==> src/rtl/cpu_pkg.sv <==
// Shared definitions for the decode/sequence block: opcode and FSM state
// enums, instruction field positions, and an instruction legality helper.
package cpu_pkg;

  typedef enum logic [3:0] {
    OP_NOP  = 4'd0,
    OP_ADD  = 4'd1,
    OP_SUB  = 4'd2,
    OP_AND  = 4'd3,
    OP_OR   = 4'd4,
    OP_XOR  = 4'd5,
    OP_SLL  = 4'd6,
    OP_SRL  = 4'd7,
    OP_MOV  = 4'd8,
    OP_LI   = 4'd9,
    OP_HALT = 4'd15
  } opcode_e;

  typedef enum logic [2:0] {
    S_IDLE,
    S_READ,
    S_EXEC,
    S_WRITE,
    S_HALT
  } state_e;

  // Field positions inside the instruction word.
  localparam int FIELD_W = 4;
  localparam int IMM_W   = 8;
  localparam int OPC_LSB = 12;
  localparam int RD_LSB  = 8;
  localparam int RS_LSB  = 4;
  localparam int RT_LSB  = 0;
  localparam int IMM_LSB = 0;

  // An instruction is legal when its opcode is defined and every register
  // field that the opcode actually uses addresses an existing register.
  function automatic logic instr_legal(input logic [15:0] w, input int nregs);
    logic [FIELD_W-1:0] op;
    logic               rd_ok;
    logic               rs_ok;
    logic               rt_ok;
    op    = w[OPC_LSB +: FIELD_W];
    rd_ok = int'(w[RD_LSB +: FIELD_W]) < nregs;
    rs_ok = int'(w[RS_LSB +: FIELD_W]) < nregs;
    rt_ok = int'(w[RT_LSB +: FIELD_W]) < nregs;
    case (op)
      OP_NOP, OP_HALT:                                      return 1'b1;
      OP_ADD, OP_SUB, OP_AND, OP_OR, OP_XOR, OP_SLL, OP_SRL: return rd_ok && rs_ok && rt_ok;
      OP_MOV:                                               return rd_ok && rs_ok;
      OP_LI:                                                return rd_ok;
      default:                                              return 1'b0;
    endcase
  endfunction

endpackage

==> src/rtl/alu.sv <==
// Combinational ALU for decode_seq.
//   op     : opcode (cpu_pkg::opcode_e values)
//   a, b   : operands (rs and rt register data)
//   result : ADD/SUB wrap, bitwise logic ops, SLL/SRL by b[2:0] with zero
//            fill, MOV passes a; anything else yields zero.
module alu
  import cpu_pkg::*;
#(
  parameter int width = 8
) (
  input  logic [3:0]       op,
  input  logic [width-1:0] a,
  input  logic [width-1:0] b,
  output logic [width-1:0] result
);

  always_comb begin
    result = '0;
    case (op)
      OP_ADD:  result = a + b;
      OP_SUB:  result = a - b;
      OP_AND:  result = a & b;
      OP_OR:   result = a | b;
      OP_XOR:  result = a ^ b;
      OP_SLL:  result = a << b[2:0];
      OP_SRL:  result = a >> b[2:0];
      OP_MOV:  result = a;
      default: result = '0;
    endcase
  end

endmodule

==> src/rtl/decode_seq.sv <==
// Multi-cycle instruction decoder/sequencer driving an external register file.
//   clk, rst_n               : clock, asynchronous active-low reset
//   instr_valid/instr_ready  : instruction handshake (ready only in IDLE)
//   instr                    : instruction word, latched on accept
//   rf_read, rf_write        : register-file strobes
//   rf_rs_addr/rt_addr/rd_addr : addresses, driven from the latched instruction
//   rf_rd_in                 : write data (result register)
//   rf_rs_out, rf_rt_out     : registered read data, valid the cycle after rf_read
//   done                     : one-cycle retire pulse
//   halted                   : HALT executed (cleared only by reset)
//   err                      : sticky illegal-instruction flag
module decode_seq
  import cpu_pkg::*;
#(
  parameter  int num_regs    = 12,
  parameter  int reg_width   = 8,
  parameter  int instr_width = 16,
  localparam int AW          = $clog2(num_regs)
) (
  input  logic                   clk,
  input  logic                   rst_n,
  input  logic                   instr_valid,
  output logic                   instr_ready,
  input  logic [instr_width-1:0] instr,
  output logic                   rf_read,
  output logic                   rf_write,
  output logic [AW-1:0]          rf_rs_addr,
  output logic [AW-1:0]          rf_rt_addr,
  output logic [AW-1:0]          rf_rd_addr,
  output logic [reg_width-1:0]   rf_rd_in,
  input  logic [reg_width-1:0]   rf_rs_out,
  input  logic [reg_width-1:0]   rf_rt_out,
  output logic                   done,
  output logic                   halted,
  output logic                   err
);

  state_e                 state;
  logic [instr_width-1:0] instr_q;
  logic [reg_width-1:0]   result_q;
  logic [reg_width-1:0]   alu_y;
  logic [FIELD_W-1:0]     op_in;
  logic [FIELD_W-1:0]     op_q;
  logic [FIELD_W-1:0]     rd_f;
  logic [FIELD_W-1:0]     rs_f;
  logic [FIELD_W-1:0]     rt_f;
  logic                   legal_in;

  assign op_in    = instr[OPC_LSB +: FIELD_W];
  assign legal_in = instr_legal(instr[15:0], num_regs);

  assign op_q = instr_q[OPC_LSB +: FIELD_W];
  assign rd_f = instr_q[RD_LSB +: FIELD_W];
  assign rs_f = instr_q[RS_LSB +: FIELD_W];
  assign rt_f = instr_q[RT_LSB +: FIELD_W];

  // Addresses come straight from the latched instruction, so they hold
  // steady for the whole instruction and are zero while in reset.
  assign rf_rs_addr = rs_f[AW-1:0];
  assign rf_rt_addr = rt_f[AW-1:0];
  assign rf_rd_addr = rd_f[AW-1:0];
  assign rf_rd_in   = result_q;

  alu #(.width(reg_width)) u_alu (
    .op     (op_q),
    .a      (rf_rs_out),
    .b      (rf_rt_out),
    .result (alu_y)
  );

  // Strobes are set on the edge entering the state they belong to, so
  // rf_read is high throughout READ and rf_write/done throughout WRITE.
  always_ff @(posedge clk or negedge rst_n) begin
    if (!rst_n) begin
      state       <= S_IDLE;
      instr_q     <= '0;
      result_q    <= '0;
      instr_ready <= 1'b1;
      rf_read     <= 1'b0;
      rf_write    <= 1'b0;
      done        <= 1'b0;
      halted      <= 1'b0;
      err         <= 1'b0;
    end else begin
      rf_read  <= 1'b0;
      rf_write <= 1'b0;
      done     <= 1'b0;
      unique case (state)
        S_IDLE: begin
          if (instr_valid && instr_ready) begin
            instr_q <= instr;
            if (!legal_in) begin
              err  <= 1'b1;
              done <= 1'b1;
            end else begin
              case (op_in)
                OP_NOP: done <= 1'b1;
                OP_LI: begin
                  state       <= S_EXEC;
                  instr_ready <= 1'b0;
                end
                OP_HALT: begin
                  state       <= S_HALT;
                  instr_ready <= 1'b0;
                  halted      <= 1'b1;
                end
                default: begin
                  state       <= S_READ;
                  instr_ready <= 1'b0;
                  rf_read     <= 1'b1;
                end
              endcase
            end
          end
        end
        S_READ: state <= S_EXEC;
        S_EXEC: begin
          result_q <= (op_q == OP_LI) ? reg_width'(instr_q[IMM_LSB +: IMM_W]) : alu_y;
          rf_write <= 1'b1;
          done     <= 1'b1;
          state    <= S_WRITE;
        end
        S_WRITE: begin
          instr_ready <= 1'b1;
          state       <= S_IDLE;
        end
        S_HALT: state <= S_HALT;
        default: begin
          instr_ready <= 1'b1;
          state       <= S_IDLE;
        end
      endcase
    end
  end

endmodule

==> config.mk <==
export PLATFORM = sky130hd
export DESIGN_NAME = decode_seq
export DESIGN_NICKNAME = d
export VERILOG_FILES = /design/src/rtl/cpu_pkg.sv /design/src/rtl/alu.sv /design/src/rtl/decode_seq.sv
export SDC_FILE = /design/constraint.sdc
export NUM_CORES = 1
export LEC_CHECK = 0
export CORE_MARGIN = 5
export CORE_UTILIZATION = 41
export CTS_CLUSTER_DIAMETER = 30
export DETAILED_ROUTE_END_ITERATION = 10
export PLACE_DENSITY_LB_ADDON = 0.3
export SETUP_SLACK_MARGIN = 0.05
export SLEW_MARGIN = 0
export SYNTH_ARGS = -nofsm -noshare
export SYNTH_HDL_FRONTEND = slang
export SYNTH_SLANG_ARGS = --single-unit
==> constraint.sdc <==
create_clock -name clk -period 4.8 [get_ports clk]
set_clock_uncertainty 0.1 [all_clocks]
set_input_delay 0.96 -clock clk [delete_from_list [all_inputs] [get_ports clk]]
set_output_delay 0.96 -clock clk [all_outputs]
set_load 0.02 [all_outputs]
==> impl_results.md <==
- Status: completed
- PortBufs: 60
- I/O pins: 61
- Cts repair resizes: 0
- Largest area contributor in the netlist: dfrtp_1
- Share of Yosys cell area claimed by the top area cell type: 0.258
- Filler cell count: about 710
- Design Area, Final: 0.00375 sq mm
- RSZ-0062 raised after global routing: no
- Yosys warnings: 0
- CP required: 4880 ps
- GRT overflow: 0
- Die H: 97.1 um
- Hold Crit Class: reg2reg
- Critical path class: in2reg
- CP startpoint: rf_rt_out[2]
- Register bit total from synthesis: 33
- Finished Core Util: 0.512
- Worst Reg-to-Reg Cells: 9
- Synth Net Count: around 410
- Initial antenna violation count: 0
- Via density: between 5 and 6
- Crit path max-delay cell type: clkdlybuf4s50_1
- Worst R2R Setup Slack: 1350 ps
- CP Capture Point: rf_rd_in[6]
- Final ANT Viol Nets: 0
- H-tree depth: 2
- Iter 0 DRT Violations: 257
- CP most frequent cell: o21ai_0
- DIE AREA: around 0.0094 sq mm
- Area Growth Syn to Fin: 20.7%
- Post-synth ARST share: 1.00
- Syn Inst Count: 347
- Min Clock Period, post-route: about 3700 ps
- # DRC: 0
- Slew Viols, Final: 0
- Skew-Pair Late Insertion Delay: 290 ps
- Fin crit share: 0.780
- Synth cell types: 56
- All-Layer GR Usage: 0.185
- Post-synth EDFFs: 0
- Pwr dens: 528 mW/mm^2
- Dpl cell area: 0.00367 sq mm
- Largest net degree at the start of global routing: 34
- Clock transition at path regs: 70 ps
- Fmax: 267 MHz
- TritonCTS Sinks: 33
- CORE AREA: approximately 0.0073 sq mm
- # Post-CTS Setup Buffers: 0
- WL final: 8.86 mm
- Synth cell count leaders: 33 x nand2_1, 32 x dfrtp_1, 25 x ha_1
- CTS tree: yes
- Max-Cap Viols: 0
- Routed len/inst: 18.3 um
- Drt pass-1 iters: 5
- Layout cells sized above 1: 0.111
- Synth Flop Type: dfrtp_1
- VDD IR max: 290 uV
- Starting density of the core: 0.424
- Fin nets: 446
- First-pass GRT wire length: ~14 mm
- Slew headroom: 0.238
- Hpwl dp: between 7 and 8 mm
- Via Count: 2855
- Vias in the first global route: approximately 2800
- CP max FO: 14
- WHS: roughly 370 ps
- CP top delay family: buffers and inverters
- Startpoint types: input pin
- Synth top area cells: dfrtp_1 26%, ha_1 10%, mux2_2 6.5%
- Die X: 97.1 um
- Post-synthesis cell area: 0.00311 sq mm
- Synthesized area per cell: 8.95 sq um
- Setup TNS: 0 ps
- Clk root buf: clkbuf_8
- LEAKAGE: 1.53 nW
- CP max stage delay: 850 ps
- CP Cell Sequence: clkdlybuf4s50_1 > clkinv_1 > a21oi_1 > xnor2_1 > ha_1 > o21ai_0 > a21boi_0 > o21ai_0 > and4_1 > o32a_1
- Most instantiated library cell after synthesis: nand2_1
- Worst R2R Start: instr_q[13]
- CP arrival: 3820 ps
- Total CTS buffers: 5
- GP Congestion: slightly below 1
- CP endpoint kind: flop
- Final hold violations: 0
- Power Total: 1.98 mW
- Post-synthesis sequential area ratio: 0.266
- Worst Path Buf+Inv: 2
- R2R Path End: rf_rd_in[6]
- Num rows: 31
- Slew @ Worst Pin: 1130 ps
- Final number of setup-violating endpoints: 0
- Clock Path Buffers: 2
- Crit path depth: 10
- Antenna diodes: 0
- Hold-fix buffer count after cts: 0
## power breakdown
part / internal (mW) / switching, mW
clock network: 0.100 / 0.103
registers: 0.413 / 0.176
logic: 0.560 / 0.628
total: 1.07 / 0.907
## cells by family (layout without fill, tap and decap cells)
group / after synthesis / in the layout / share of synthesized area
buffers and inverters: 57 / 96 / 0.0914
multiplexers: 32 / 32 / 0.139
adder cells (fa/ha/maj): 26 / 26 / 0.107
AND/OR/NAND/NOR: 106 / 106 / 0.180
XOR/XNOR: 11 / 11 / 0.0310
flip-flops: 33 / 33 / 0.266
AO/OA/AOI/OAI: 82 / 82 / 0.185
## layer usage
layer  track usage  vias up  part of all wire
met2         0.285      160              0.45
met3        0.0481       31             0.079
met4        0.0918        0             0.041
met5             0        -                 0
li1              -     1339                 -
met1         0.241     1325              0.43
## layout by cell type, fill, tap and decap left out, drive strengths merged, types with 3 or more instances in the layout
| cell type | n |
|---|---|
| a41oi | 3 |
| a211oi | 7 |
| o22ai | 5 |
| ha | 25 |
| a22oi | 3 |
| o21ai | 16 |
| nand2b | 3 |
| xnor2 | 10 |
| clkbuf | 6 |
| inv | 22 |
| nor2 | 21 |
| a22o | 6 |
| nor2b | 9 |
| nor4 | 5 |
| nand3 | 9 |
| nand2 | 33 |
| mux2 | 18 |
| clkinv | 4 |
| mux2i | 7 |
| dfrtp | 32 |
| a32oi | 3 |
| buf | 4 |
| nor3 | 9 |
| mux4 | 7 |
| a21oi | 12 |
| a31oi | 6 |
| clkdlybuf4s50 | 60 |
| o32a | 4 |
## flip-flops by register name, indices dropped and copies added (netlist names)
register     count
rf_write         1
err              1
done             1
rf_read          1
instr_ready      1
instr_q         16
state            3
halted           1
rf_rd_in         8
## layout make-up
type,instances,area [sq um],share of cell area
multi-input cells,257,2000,0.532
flip-flops and latches,33,827,0.221
repair buffers,64,631,0.168
well taps,99,124,0.0330
inverters,24,90.1,0.0240
clock buffers,6,72.6,0.0194
clock inverters,2,10.0,0.00267
## through the flow
step | setup WS, ps | std cells
finish | 1060 | 485
CTS | 1110 | 485
global placement | 915 | 477
detailed placement | 816 | 477
floorplan | 1190 | 347
global route | 882 | 485
## how the worst min path moves through the flow
stage	start	end	slack, ps	cells past startpoint
after floorplan	instr_q[11]	instr_q[11]	380	1
after global placement	halted	halted	350	1
after detailed placement	halted	halted	360	1
after CTS	halted	halted	380	1
after global routing	halted	halted	410	1
final	halted	halted	370	1
Note: power is estimated with default switching activity, not from simulation.
